**src/rtl/reorder_buffer_pkg.sv**
```systemverilog
// Shared types, sizes and tag helpers for the reorder buffer.
// Tags are slot index + 1 so that tag 0 can mean "no producer".
package reorder_buffer_pkg;

   localparam int unsigned ROB_SIZE = 16;
   localparam int unsigned ROB_ID_W = 5;
   localparam int unsigned REG_W    = 5;
   localparam int unsigned DATA_W   = 32;
   localparam int unsigned PTR_W    = $clog2(ROB_SIZE);
   localparam int unsigned CNT_W    = PTR_W + 1;

   typedef logic [ROB_ID_W-1:0] rob_id_t;
   typedef logic [REG_W-1:0]    reg_t;
   typedef logic [DATA_W-1:0]   word_t;
   typedef logic [PTR_W-1:0]    ptr_t;
   typedef logic [CNT_W-1:0]    cnt_t;

   localparam rob_id_t ZERO_ROB  = '0;
   localparam reg_t    ZERO_REG  = '0;
   localparam word_t   ZERO_WORD = '0;

   typedef struct packed {
      logic  busy;
      logic  ready;
      reg_t  rd;
      logic  is_jump;
      logic  pred_taken;
      logic  taken;
      word_t value;
      word_t target;
   } rob_entry_t;

   function automatic ptr_t tag_to_idx(input rob_id_t tag);
      return ptr_t'(tag - rob_id_t'(1));
   endfunction

   function automatic rob_id_t idx_to_tag(input ptr_t idx);
      return rob_id_t'(idx) + rob_id_t'(1);
   endfunction

endpackage

```
**src/rtl/reorder_buffer_if.sv**
```systemverilog
// Dispatcher, CDB and commit signals of the reorder buffer, grouped in one bundle.
// The slave modport is the ROB side; the master modport is its environment.
interface reorder_buffer_if;
   import reorder_buffer_pkg::*;

   logic    ena_from_dsp;
   reg_t    rd_from_dsp;
   logic    is_jump_from_dsp;
   logic    pred_taken_from_dsp;
   rob_id_t rob_id_to_dsp;
   logic    full_to_dsp;

   rob_id_t Q1_from_dsp;
   rob_id_t Q2_from_dsp;
   logic    rdy1_to_dsp;
   logic    rdy2_to_dsp;
   word_t   V1_to_dsp;
   word_t   V2_to_dsp;

   logic    cdb_valid;
   rob_id_t cdb_rob_id;
   word_t   cdb_value;
   logic    cdb_taken;
   word_t   cdb_target;

   logic    commit_flag_to_reg;
   logic    commit_jump_flag_to_reg;
   reg_t    rd_to_reg;
   rob_id_t Q_to_reg;
   word_t   V_to_reg;
   word_t   pc_to_if;

   modport slave (
      input  ena_from_dsp, rd_from_dsp, is_jump_from_dsp, pred_taken_from_dsp,
      input  Q1_from_dsp, Q2_from_dsp,
      input  cdb_valid, cdb_rob_id, cdb_value, cdb_taken, cdb_target,
      output rob_id_to_dsp, full_to_dsp,
      output rdy1_to_dsp, rdy2_to_dsp, V1_to_dsp, V2_to_dsp,
      output commit_flag_to_reg, commit_jump_flag_to_reg,
      output rd_to_reg, Q_to_reg, V_to_reg, pc_to_if
   );

   modport master (
      output ena_from_dsp, rd_from_dsp, is_jump_from_dsp, pred_taken_from_dsp,
      output Q1_from_dsp, Q2_from_dsp,
      output cdb_valid, cdb_rob_id, cdb_value, cdb_taken, cdb_target,
      input  rob_id_to_dsp, full_to_dsp,
      input  rdy1_to_dsp, rdy2_to_dsp, V1_to_dsp, V2_to_dsp,
      input  commit_flag_to_reg, commit_jump_flag_to_reg,
      input  rd_to_reg, Q_to_reg, V_to_reg, pc_to_if
   );

endinterface

```
**src/rtl/rob_query_port.sv**
```systemverilog
// Operand tag lookup into the reorder buffer: ready flag and value for one tag.
// ROB_CDB_BYPASS_EN additionally reports a same-cycle CDB broadcast as ready.
module rob_query_port
   import reorder_buffer_pkg::*;
(
   input  rob_id_t             q_i,
   input  logic [ROB_SIZE-1:0] busy_i,
   input  logic [ROB_SIZE-1:0] ready_i,
   input  word_t               value_i [ROB_SIZE],
   input  logic                cdb_valid_i,
   input  rob_id_t             cdb_rob_id_i,
   input  word_t               cdb_value_i,
   output logic                rdy_o,
   output word_t               val_o
);

   ptr_t idx;
   logic tag_valid;
   logic stored_rdy;

   assign idx        = tag_to_idx(q_i);
   assign tag_valid  = (q_i != ZERO_ROB);
   assign stored_rdy = tag_valid && busy_i[idx] && ready_i[idx];

`ifdef ROB_CDB_BYPASS_EN
   logic bypass_hit;

   assign bypass_hit = tag_valid && cdb_valid_i && (cdb_rob_id_i == q_i) && busy_i[idx];

   always_comb begin
      rdy_o = stored_rdy || bypass_hit;
      val_o = bypass_hit ? cdb_value_i : value_i[idx];
   end
`else
   logic unused_cdb;

   assign unused_cdb = ^{cdb_valid_i, cdb_rob_id_i, cdb_value_i};

   always_comb begin
      rdy_o = stored_rdy;
      val_o = value_i[idx];
   end
`endif

endmodule

```
**src/rtl/reorder_buffer.sv**
```systemverilog
// Circular in-order retirement queue: allocates tags, collects CDB results, commits in order.
// Optional ROB_CDB_BYPASS_EN enables same-cycle CDB forwarding on the operand query ports.
module reorder_buffer
   import reorder_buffer_pkg::*;
(
   input  logic             clk,
   input  logic             rst,
   reorder_buffer_if.slave  rob_io
);

   rob_entry_t entries_q [ROB_SIZE];
   rob_entry_t entries_d [ROB_SIZE];
   ptr_t       head_q, head_d;
   ptr_t       tail_q, tail_d;
   cnt_t       count_q, count_d;

   logic       commit_flag_q, commit_flag_d;
   logic       jump_flag_q, jump_flag_d;
   reg_t       rd_q, rd_d;
   rob_id_t    tag_q, tag_d;
   word_t      val_q, val_d;
   word_t      pc_q, pc_d;

   logic       full;
   logic       alloc;
   ptr_t       wb_idx;
   logic       wb_hit;
   rob_entry_t head_entry;
   logic       commit;
   logic       mispredict;

   logic [ROB_SIZE-1:0] busy_vec;
   logic [ROB_SIZE-1:0] ready_vec;
   word_t               value_vec [ROB_SIZE];

   assign full       = (count_q == cnt_t'(ROB_SIZE));
   assign alloc      = rob_io.ena_from_dsp && !full;
   assign wb_idx     = tag_to_idx(rob_io.cdb_rob_id);
   assign wb_hit     = rob_io.cdb_valid && (rob_io.cdb_rob_id != ZERO_ROB) &&
                       entries_q[wb_idx].busy;
   assign head_entry = entries_q[head_q];
   assign commit     = head_entry.busy && head_entry.ready;
   assign mispredict = commit && head_entry.is_jump &&
                       (head_entry.taken != head_entry.pred_taken);

   always_comb begin
      entries_d     = entries_q;
      head_d        = head_q;
      tail_d        = tail_q;
      count_d       = count_q;
      commit_flag_d = 1'b0;
      jump_flag_d   = 1'b0;
      rd_d          = rd_q;
      tag_d         = tag_q;
      val_d         = val_q;
      pc_d          = pc_q;

      if (alloc) begin
         entries_d[tail_q] = '{busy:       1'b1,
                               ready:      1'b0,
                               rd:         rob_io.rd_from_dsp,
                               is_jump:    rob_io.is_jump_from_dsp,
                               pred_taken: rob_io.pred_taken_from_dsp,
                               taken:      1'b0,
                               value:      ZERO_WORD,
                               target:     ZERO_WORD};
         tail_d = tail_q + ptr_t'(1);
      end

      if (wb_hit) begin
         entries_d[wb_idx].ready  = 1'b1;
         entries_d[wb_idx].value  = rob_io.cdb_value;
         entries_d[wb_idx].taken  = rob_io.cdb_taken;
         entries_d[wb_idx].target = rob_io.cdb_target;
      end

      if (commit) begin
         entries_d[head_q].busy  = 1'b0;
         entries_d[head_q].ready = 1'b0;
         head_d        = head_q + ptr_t'(1);
         commit_flag_d = 1'b1;
         rd_d          = head_entry.rd;
         tag_d         = idx_to_tag(head_q);
         val_d         = head_entry.value;
      end

      if (alloc && !commit) begin
         count_d = count_q + cnt_t'(1);
      end else if (!alloc && commit) begin
         count_d = count_q - cnt_t'(1);
      end

      // A flush overrides this edge's allocation and writeback: every slot is freed.
      if (mispredict) begin
         for (int i = 0; i < ROB_SIZE; i++) begin
            entries_d[i].busy  = 1'b0;
            entries_d[i].ready = 1'b0;
         end
         head_d      = '0;
         tail_d      = '0;
         count_d     = '0;
         jump_flag_d = 1'b1;
         pc_d        = head_entry.target;
      end
   end

   always_ff @(posedge clk) begin
      if (rst) begin
         for (int i = 0; i < ROB_SIZE; i++) begin
            entries_q[i] <= '0;
         end
         head_q        <= '0;
         tail_q        <= '0;
         count_q       <= '0;
         commit_flag_q <= 1'b0;
         jump_flag_q   <= 1'b0;
         rd_q          <= ZERO_REG;
         tag_q         <= ZERO_ROB;
         val_q         <= ZERO_WORD;
         pc_q          <= ZERO_WORD;
      end else begin
         entries_q     <= entries_d;
         head_q        <= head_d;
         tail_q        <= tail_d;
         count_q       <= count_d;
         commit_flag_q <= commit_flag_d;
         jump_flag_q   <= jump_flag_d;
         rd_q          <= rd_d;
         tag_q         <= tag_d;
         val_q         <= val_d;
         pc_q          <= pc_d;
      end
   end

   always_comb begin
      for (int i = 0; i < ROB_SIZE; i++) begin
         busy_vec[i]  = entries_q[i].busy;
         ready_vec[i] = entries_q[i].ready;
         value_vec[i] = entries_q[i].value;
      end
   end

   rob_query_port u_query1 (
      .q_i          (rob_io.Q1_from_dsp),
      .busy_i       (busy_vec),
      .ready_i      (ready_vec),
      .value_i      (value_vec),
      .cdb_valid_i  (rob_io.cdb_valid),
      .cdb_rob_id_i (rob_io.cdb_rob_id),
      .cdb_value_i  (rob_io.cdb_value),
      .rdy_o        (rob_io.rdy1_to_dsp),
      .val_o        (rob_io.V1_to_dsp)
   );

   rob_query_port u_query2 (
      .q_i          (rob_io.Q2_from_dsp),
      .busy_i       (busy_vec),
      .ready_i      (ready_vec),
      .value_i      (value_vec),
      .cdb_valid_i  (rob_io.cdb_valid),
      .cdb_rob_id_i (rob_io.cdb_rob_id),
      .cdb_value_i  (rob_io.cdb_value),
      .rdy_o        (rob_io.rdy2_to_dsp),
      .val_o        (rob_io.V2_to_dsp)
   );

   assign rob_io.rob_id_to_dsp           = idx_to_tag(tail_q);
   assign rob_io.full_to_dsp             = full;
   assign rob_io.commit_flag_to_reg      = commit_flag_q;
   assign rob_io.commit_jump_flag_to_reg = jump_flag_q;
   assign rob_io.rd_to_reg               = rd_q;
   assign rob_io.Q_to_reg                = tag_q;
   assign rob_io.V_to_reg                = val_q;
   assign rob_io.pc_to_if                = pc_q;

endmodule
```
**src/flat_wrapper.sv**
```systemverilog
// flat-port wrapper written by rule: the top's interface ports become plain ports
module reorder_buffer_flat import reorder_buffer_pkg::*;
  (clk, rst, rob_io_ena_from_dsp, rob_io_rd_from_dsp, rob_io_is_jump_from_dsp, rob_io_pred_taken_from_dsp, rob_io_Q1_from_dsp, rob_io_Q2_from_dsp, rob_io_cdb_valid, rob_io_cdb_rob_id, rob_io_cdb_value, rob_io_cdb_taken, rob_io_cdb_target, rob_io_rob_id_to_dsp, rob_io_full_to_dsp, rob_io_rdy1_to_dsp, rob_io_rdy2_to_dsp, rob_io_V1_to_dsp, rob_io_V2_to_dsp, rob_io_commit_flag_to_reg, rob_io_commit_jump_flag_to_reg, rob_io_rd_to_reg, rob_io_Q_to_reg, rob_io_V_to_reg, rob_io_pc_to_if);
  reorder_buffer_if rob_io_i ();
  input  logic clk;
  input  logic rst;
  input wire logic [$bits(rob_io_i.ena_from_dsp)-1:0] rob_io_ena_from_dsp;
  input wire logic [$bits(rob_io_i.rd_from_dsp)-1:0] rob_io_rd_from_dsp;
  input wire logic [$bits(rob_io_i.is_jump_from_dsp)-1:0] rob_io_is_jump_from_dsp;
  input wire logic [$bits(rob_io_i.pred_taken_from_dsp)-1:0] rob_io_pred_taken_from_dsp;
  input wire logic [$bits(rob_io_i.Q1_from_dsp)-1:0] rob_io_Q1_from_dsp;
  input wire logic [$bits(rob_io_i.Q2_from_dsp)-1:0] rob_io_Q2_from_dsp;
  input wire logic [$bits(rob_io_i.cdb_valid)-1:0] rob_io_cdb_valid;
  input wire logic [$bits(rob_io_i.cdb_rob_id)-1:0] rob_io_cdb_rob_id;
  input wire logic [$bits(rob_io_i.cdb_value)-1:0] rob_io_cdb_value;
  input wire logic [$bits(rob_io_i.cdb_taken)-1:0] rob_io_cdb_taken;
  input wire logic [$bits(rob_io_i.cdb_target)-1:0] rob_io_cdb_target;
  output wire logic [$bits(rob_io_i.rob_id_to_dsp)-1:0] rob_io_rob_id_to_dsp;
  output wire logic [$bits(rob_io_i.full_to_dsp)-1:0] rob_io_full_to_dsp;
  output wire logic [$bits(rob_io_i.rdy1_to_dsp)-1:0] rob_io_rdy1_to_dsp;
  output wire logic [$bits(rob_io_i.rdy2_to_dsp)-1:0] rob_io_rdy2_to_dsp;
  output wire logic [$bits(rob_io_i.V1_to_dsp)-1:0] rob_io_V1_to_dsp;
  output wire logic [$bits(rob_io_i.V2_to_dsp)-1:0] rob_io_V2_to_dsp;
  output wire logic [$bits(rob_io_i.commit_flag_to_reg)-1:0] rob_io_commit_flag_to_reg;
  output wire logic [$bits(rob_io_i.commit_jump_flag_to_reg)-1:0] rob_io_commit_jump_flag_to_reg;
  output wire logic [$bits(rob_io_i.rd_to_reg)-1:0] rob_io_rd_to_reg;
  output wire logic [$bits(rob_io_i.Q_to_reg)-1:0] rob_io_Q_to_reg;
  output wire logic [$bits(rob_io_i.V_to_reg)-1:0] rob_io_V_to_reg;
  output wire logic [$bits(rob_io_i.pc_to_if)-1:0] rob_io_pc_to_if;
  assign rob_io_i.ena_from_dsp = rob_io_ena_from_dsp;
  assign rob_io_i.rd_from_dsp = rob_io_rd_from_dsp;
  assign rob_io_i.is_jump_from_dsp = rob_io_is_jump_from_dsp;
  assign rob_io_i.pred_taken_from_dsp = rob_io_pred_taken_from_dsp;
  assign rob_io_i.Q1_from_dsp = rob_io_Q1_from_dsp;
  assign rob_io_i.Q2_from_dsp = rob_io_Q2_from_dsp;
  assign rob_io_i.cdb_valid = rob_io_cdb_valid;
  assign rob_io_i.cdb_rob_id = rob_io_cdb_rob_id;
  assign rob_io_i.cdb_value = rob_io_cdb_value;
  assign rob_io_i.cdb_taken = rob_io_cdb_taken;
  assign rob_io_i.cdb_target = rob_io_cdb_target;
  assign rob_io_rob_id_to_dsp = rob_io_i.rob_id_to_dsp;
  assign rob_io_full_to_dsp = rob_io_i.full_to_dsp;
  assign rob_io_rdy1_to_dsp = rob_io_i.rdy1_to_dsp;
  assign rob_io_rdy2_to_dsp = rob_io_i.rdy2_to_dsp;
  assign rob_io_V1_to_dsp = rob_io_i.V1_to_dsp;
  assign rob_io_V2_to_dsp = rob_io_i.V2_to_dsp;
  assign rob_io_commit_flag_to_reg = rob_io_i.commit_flag_to_reg;
  assign rob_io_commit_jump_flag_to_reg = rob_io_i.commit_jump_flag_to_reg;
  assign rob_io_rd_to_reg = rob_io_i.rd_to_reg;
  assign rob_io_Q_to_reg = rob_io_i.Q_to_reg;
  assign rob_io_V_to_reg = rob_io_i.V_to_reg;
  assign rob_io_pc_to_if = rob_io_i.pc_to_if;
  reorder_buffer u_core (.clk(clk), .rst(rst), .rob_io(rob_io_i));
endmodule
```
**config.mk**
```make
export PLATFORM = sky130hd
export DESIGN_NAME = reorder_buffer_flat
export DESIGN_NICKNAME = d
export VERILOG_FILES = /design/src/rtl/reorder_buffer_pkg.sv /design/src/rtl/reorder_buffer_if.sv /design/src/rtl/rob_query_port.sv /design/src/rtl/reorder_buffer.sv /design/src/flat_wrapper.sv
export SDC_FILE = /design/constraint.sdc
export NUM_CORES = 2
export LEC_CHECK = 0
export CAP_MARGIN = 25
export CORE_MARGIN = 4
export CORE_UTILIZATION = 28
export DETAILED_ROUTE_END_ITERATION = 10
export GPL_TIMING_DRIVEN = 0
export PLACE_DENSITY = 0.46
export SYNTH_ARGS = -nofsm -noshare
export SYNTH_HDL_FRONTEND = slang
export SYNTH_SLANG_ARGS = --single-unit
```
**constraint.sdc**
```tcl
create_clock -name clk -period 9.1 [get_ports clk]
set_clock_uncertainty 0.2 [all_clocks]
set_input_delay 2.275 -clock clk [delete_from_list [all_inputs] [get_ports clk]]
set_output_delay 2.275 -clock clk [all_outputs]
set_load 0.03 [all_outputs]
```
Word level (Yosys, flattened, before mapping) --
Cells that the tools add are included. Widths: inputs -> output; s select.
Storage, ports and cells: flip-flop bits (word level) 1273, output and inout port bits 148, logic and storage cells 234
Operators by class: $add $sub $neg 9, $lt $le $gt $ge 10, eq/ne operators 2, muxes and demuxes 48, bitwise gates (word level) 5, reductions and logical operators 23
Operator list (count):
- $bwmux 1184 | 7
- $mux 1184 | 3
- $demux 74 s4 | 7
- $bmux 74 s4 | 2
- $mux 74 | 6
- $bmux 32 s4 | 2
- $mux 32 | 5
- $mux 73 | 2
- $mux 65 | 1
- $mux 64 | 1
- $ge 5x5->1 const B | 5
- $not 4->5 | 5
- $bmux 1 s4 | 4
- $logic_and 1x1->1 | 15
- $lt 5x1->1 const B | 3
- $reduce_bool 5->1 | 3
- $sub 4x1->4 const B | 3
- $add 4x1->5 const B | 2
- $lt 4x5->1 const B | 2
- $mux 5 | 2
- $add 4x1->4 const B | 2
- $mux 1 | 6
- $add 5x1->5 const B | 1
- $eq 5x5->1 const B | 1
- other kinds (5) | 7

Depth between registers and ports, before layout --
depth after elaboration 15, gate-level depth with buffers 18

Cells and area by module --
Synthesis repeated with hierarchy kept, for this count alone.
Unflattened totals: cells, all modules 6661, area, all modules 64647.0 um^2
By module, submodules not included:
- reorder_buffer | instances 1, cells each 6191, area an instance 56013.7 um^2, seq. area each 25484.4 um^2
- rob_query_port | instances 2, cells each 235, area an instance 4316.6 um^2, seq. area each 0.0 um^2

Worst setup path before layout --
OpenSTA, ideal clock, no wires.
kind input -> output, start in rob_io_Q1_from_dsp[0], end out rob_io_rdy1_to_dsp, data arrival time 5.706 ns, required time 6.625 ns, setup slack 0.919 ns, stages 9, path buffers 3, cells stage by stage clkbuf_1 -> clkbuf_1 -> buf_1 -> inv_1 -> ha_1 -> xnor2_1 -> mux4_2 -> mux4_2 -> nor2_1
Between the ends: cells in the longest elaborated chain, start to end 5, elaborated cells on any way between the ends 8, classes of those cells add/sub (1); mux (4); reduce/logical (3)
Ends and longest elaborated chain:
- start: declaration | RTL line flat_wrapper.sv:11 | input wire logic [$bits(rob_io_i.Q1_from_dsp)-1:0] rob_io_Q1_from_dsp;
- $sub 4x1->4 | RTL line reorder_buffer_pkg.sv:34 | return ptr_t'(tag - rob_id_t'(1));
- $bmux 1 s4 | RTL line rob_query_port.sv:23 | assign stored_rdy = tag_valid && busy_i[idx] && ready_i[idx];
- $mux 1 (not written as such) | RTL line rob_query_port.sv:23
- $logic_and 1x1->1 | RTL line rob_query_port.sv:23
- $logic_and 1x1->1 (*) | RTL line rob_query_port.sv:23
- end: declaration | RTL line flat_wrapper.sv:20 | output wire logic [$bits(rob_io_i.rdy1_to_dsp)-1:0] rob_io_rdy1_to_dsp;
Every way passes the cells marked *; elsewhere a longest branch is shown, timed or not. The select of a mux whose other input is x is not followed.

Final worst setup path --
start in rob_io_Q1_from_dsp[0], end out rob_io_V1_to_dsp[23]
Between the ends: cells in the longest elaborated chain, start to end 5
Ends and longest elaborated chain:
- $sub 4x1->4 | RTL line reorder_buffer_pkg.sv:34
- $not 4->5 (not written as such) | RTL line rob_query_port.sv:41 | val_o = value_i[idx];
- $bmux 32 s4 | RTL line rob_query_port.sv:41
- $mux 32 (not written as such) (2 in a row) | RTL line rob_query_port.sv:41
- end: declaration | RTL line flat_wrapper.sv:22 | output wire logic [$bits(rob_io_i.V1_to_dsp)-1:0] rob_io_V1_to_dsp;
Every way passes these cells. The select of a mux whose other input is x is not followed.

==> results.yml <==
critical_path:
  cp_cell_sequence: "clkbuf_2 > buf_4 > inv_1 > ha_1 > clkbuf_2 > clkbuf_1 > mux4_2 > mux4_2 > clkdlybuf4s50_1"
  critPathCaptureType: "output pin"
  cpPeakStageDelay_ps: 650
  reg2reg_to: "u_core.count_q[4]$_SDFFE_PP0P_"
  r2r_setup_slack_ps: 4010
  start_kind: "input pin"
  worst_r2r_startpoint: "u_core.head_q[0]$_SDFFE_PP0N_"
  critPathKind: "input pin to output pin"
  crit_fanout: 14
  cp.arrival_ps: 6390
  critPathSlowestCell: "clkdlybuf4s50_1"
  reg2reg_depth: 18
  crit_required_ps: 6630
min_path:
  hold_depth: 2
  whs_endpoint: "u_core.rob_io.rd_to_reg[1]$_SDFFE_PP0N_"
  hold_class: "register to register"
  hold_start: "u_core.rob_io.rd_to_reg[1]$_SDFFE_PP0N_"
cts:
  cts_buffers: 147
  clk-insertion-delay-late_ps: 810
  cts_sinks: 1273
  path_clk_slew_ps: 60
  htree_levels: 4
  cts_tree: "yes"
  cts.path.max_buffers: 3
  root_buffer: "clkbuf_16"
yosys:
  ys_ff_latch: 1273
  syn_area_um2: 63200
  async_flop_share_pct: 0
  synth_ff_type: "dfxtp_1"
  yosysSeqAreaShare_pct: 40.3
  syn_avg_cell_area_um2: 9.45
  syn_nets: 6800
  yosys_warnings: 0
  ys_types: 45
  synth_edf_count: 0
  synthCells: 6689
run:
  drv_cap: 0
placed_design:
  dpl.cell_count: 9979
  io_buffers: 227
  place_congestion: 0.943
  dpl.hpwl_mm: 236
global_routing:
  antenna_found_initial: 41
  grt_pass1_vias: 55900
  grt_first_pass_wirelength_mm: 434
  grt_max_degree: 17
  gr-usage-all-layers_pct: 25.7
  grt.overflow.total: 0
cells_and_area:
  finalNetCount: 7255
  fill_cells: 23400
  area.sequential_um2: 25500
  multi_input_area_um2: 34600
  drive_gt1_share_pct: 18.8
  largest_reg_flops: 1056
  final_common_cell: "dfxtp_1"
  area_delta_synth_final_pct: 19.6
  layout_common_cells: "1273 x dfxtp_1, 1180 x a21oi_1, 1123 x nand2_1"
  fin_cells: 10300
power_and_ir_drop:
  p_per_area_nw_per_um2: 170
  power_uw: 12800
  leakage_uw: 0.0230
  vdd_drop_max_mv: 0.170
sta:
  fin_crit_ps: 8870
  setup_viol: 0
  post-route-period-util_pct: 97.5
  fmax_mhz: 113
  maxSlewHeadroom_pct: 21.6
  rsz0062_at_grt: "no"
  hold_viol_final: 0
  worst_slew_pin_slew_ps: 1180
  slew_viol_final: 0
  hold_slack_ps: 249
  finalSetupTns_ps: 0
detailed_routing:
  drt-wirelength-per-cell_um: 30.4
  drc_errors: 0
  via_per_inst: 5.75
  ant_nets: 0
  drt_iter0_drc: 7864
  first_pass_iters: 7
  vias: 59000
  wl_mm: 313
floorplan:
  rows: 174
  die_w_um: 483
  core_um2: 225000
  dieArea_um2: 233000
  die_h_um: 483
  initial_core_util_pct: 28.1
  ioPinCount: 239
outcome:
  status: "complete, no violations"
how the worst max path moves through the flow:
stage                                 endpoint  slack (ps)                  start  depth (start not counted)
after floorplan             rob_io_rdy1_to_dsp         920  rob_io_Q1_from_dsp[0]                          9
after CTS                   rob_io_rdy2_to_dsp          20  rob_io_Q2_from_dsp[0]                         11
final                     rob_io_V1_to_dsp[23]         230  rob_io_Q1_from_dsp[0]                          9
after global routing        rob_io_rdy2_to_dsp         170  rob_io_Q2_from_dsp[0]                         10
after global placement      rob_io_rdy1_to_dsp       -2770  rob_io_Q1_from_dsp[0]                         10
after detailed placement  rob_io_V1_to_dsp[29]       -1000  rob_io_Q1_from_dsp[0]                         10
worst max-delay path, delay by kind of cell:
kind | cells | cell delay, ps
buffers and inverters | 6 | 2630
multiplexers | 2 | 1060
adder cells (fa/ha/maj) | 1 | 390
stage by stage:
stage | cell area (um2) | util (%) | worst slack [ps]
global route | 75600 | 33.6 | 173
finish | 75600 | 33.6 | 230
floorplan | 63200 | - | 919
global placement | 69200 | 30.8 | -2770
CTS | 75400 | 33.5 | 24.3
detailed placement | 70500 | 31.4 | -996
repair_timing:
action / 4_1_cts / 5_1_grt
gates resized for setup: 23 / 0
setup buffers: 0 / 0
setup endpoints to repair: 66 / 29
hold buffers: 0 / 0
hold endpoints to repair: 0 / 0
cells by family after synthesis:
logic type	synth area share, %
adder cells (fa/ha/maj)	0.408
XOR/XNOR	0.263
multiplexers	24.8
AND/OR/NAND/NOR	18.0
flip-flops	40.3
buffers and inverters	5.18
AO/OA/AOI/OAI	11.0
routing by layer:
metal / share of wire (%) / wire length, um / global-route usage [%]
met1: 40 / 126000 / 33.9
met2: 44 / 136000 / 38.4
met3: 10 / 32300 / 6.93
met4: 5.8 / 18100 / 13.5
met5: 0.029 / 90 / 0
where the power goes:
part / internal [uW] / total (uW) / switching [uW] / leakage (uW)
sequential: 5600 / 5620 / 20.7 / 0.0103
clock: 3520 / 6120 / 2600 / 0.00234
combinational: 301 / 1100 / 802 / 0.0104
cells in the mapped netlist, types with 2 or more instances:
cell / count / share of area [%]
and3_1: 4 / 0.040
nand2b_1: 5 / 0.049
xnor2_1: 11 / 0.15
mux4_2: 695 / 25
a21o_1: 4 / 0.048
a21oi_1: 1180 / 9.3
or2_2: 195 / 1.9
nand2_1: 1123 / 6.7
nor2b_1: 6 / 0.059
a221oi_2: 3 / 0.071
nor3_1: 11 / 0.087
buf_4: 6 / 0.071
dfxtp_1: 1273 / 40
buf_2: 97 / 0.77
or3_1: 2 / 0.020
nor2_1: 125 / 0.74
nor4b_1: 2 / 0.028
clkbuf_1: 512 / 3.0
buf_1: 127 / 0.75
xor2_1: 8 / 0.11
and2_1: 11 / 0.11
nand4_1: 7 / 0.069
o22ai_1: 2 / 0.020
a22oi_1: 68 / 0.81
nand3_1: 1029 / 8.1
o21a_1: 2 / 0.024
ha_1: 19 / 0.38
inv_1: 79 / 0.47
a211oi_1: 29 / 0.34
o21ai_0: 36 / 0.29
buf_6: 4 / 0.071
area by class of cell:
class / count / share of cell area [%]
Antenna cell: 30 / 0.0993
Buffer: 744 / 4.01
Clock buffer: 217 / 5.67
Clock inverter: 39 / 0.690
Inverter: 80 / 0.397
Multi-Input combinational cell: 4590 / 45.7
Sequential cell: 1273 / 33.7
Tap cell: 2992 / 4.95
Timing Repair Buffer: 308 / 4.74
Note: power is estimated with default switching activity, not from simulation.
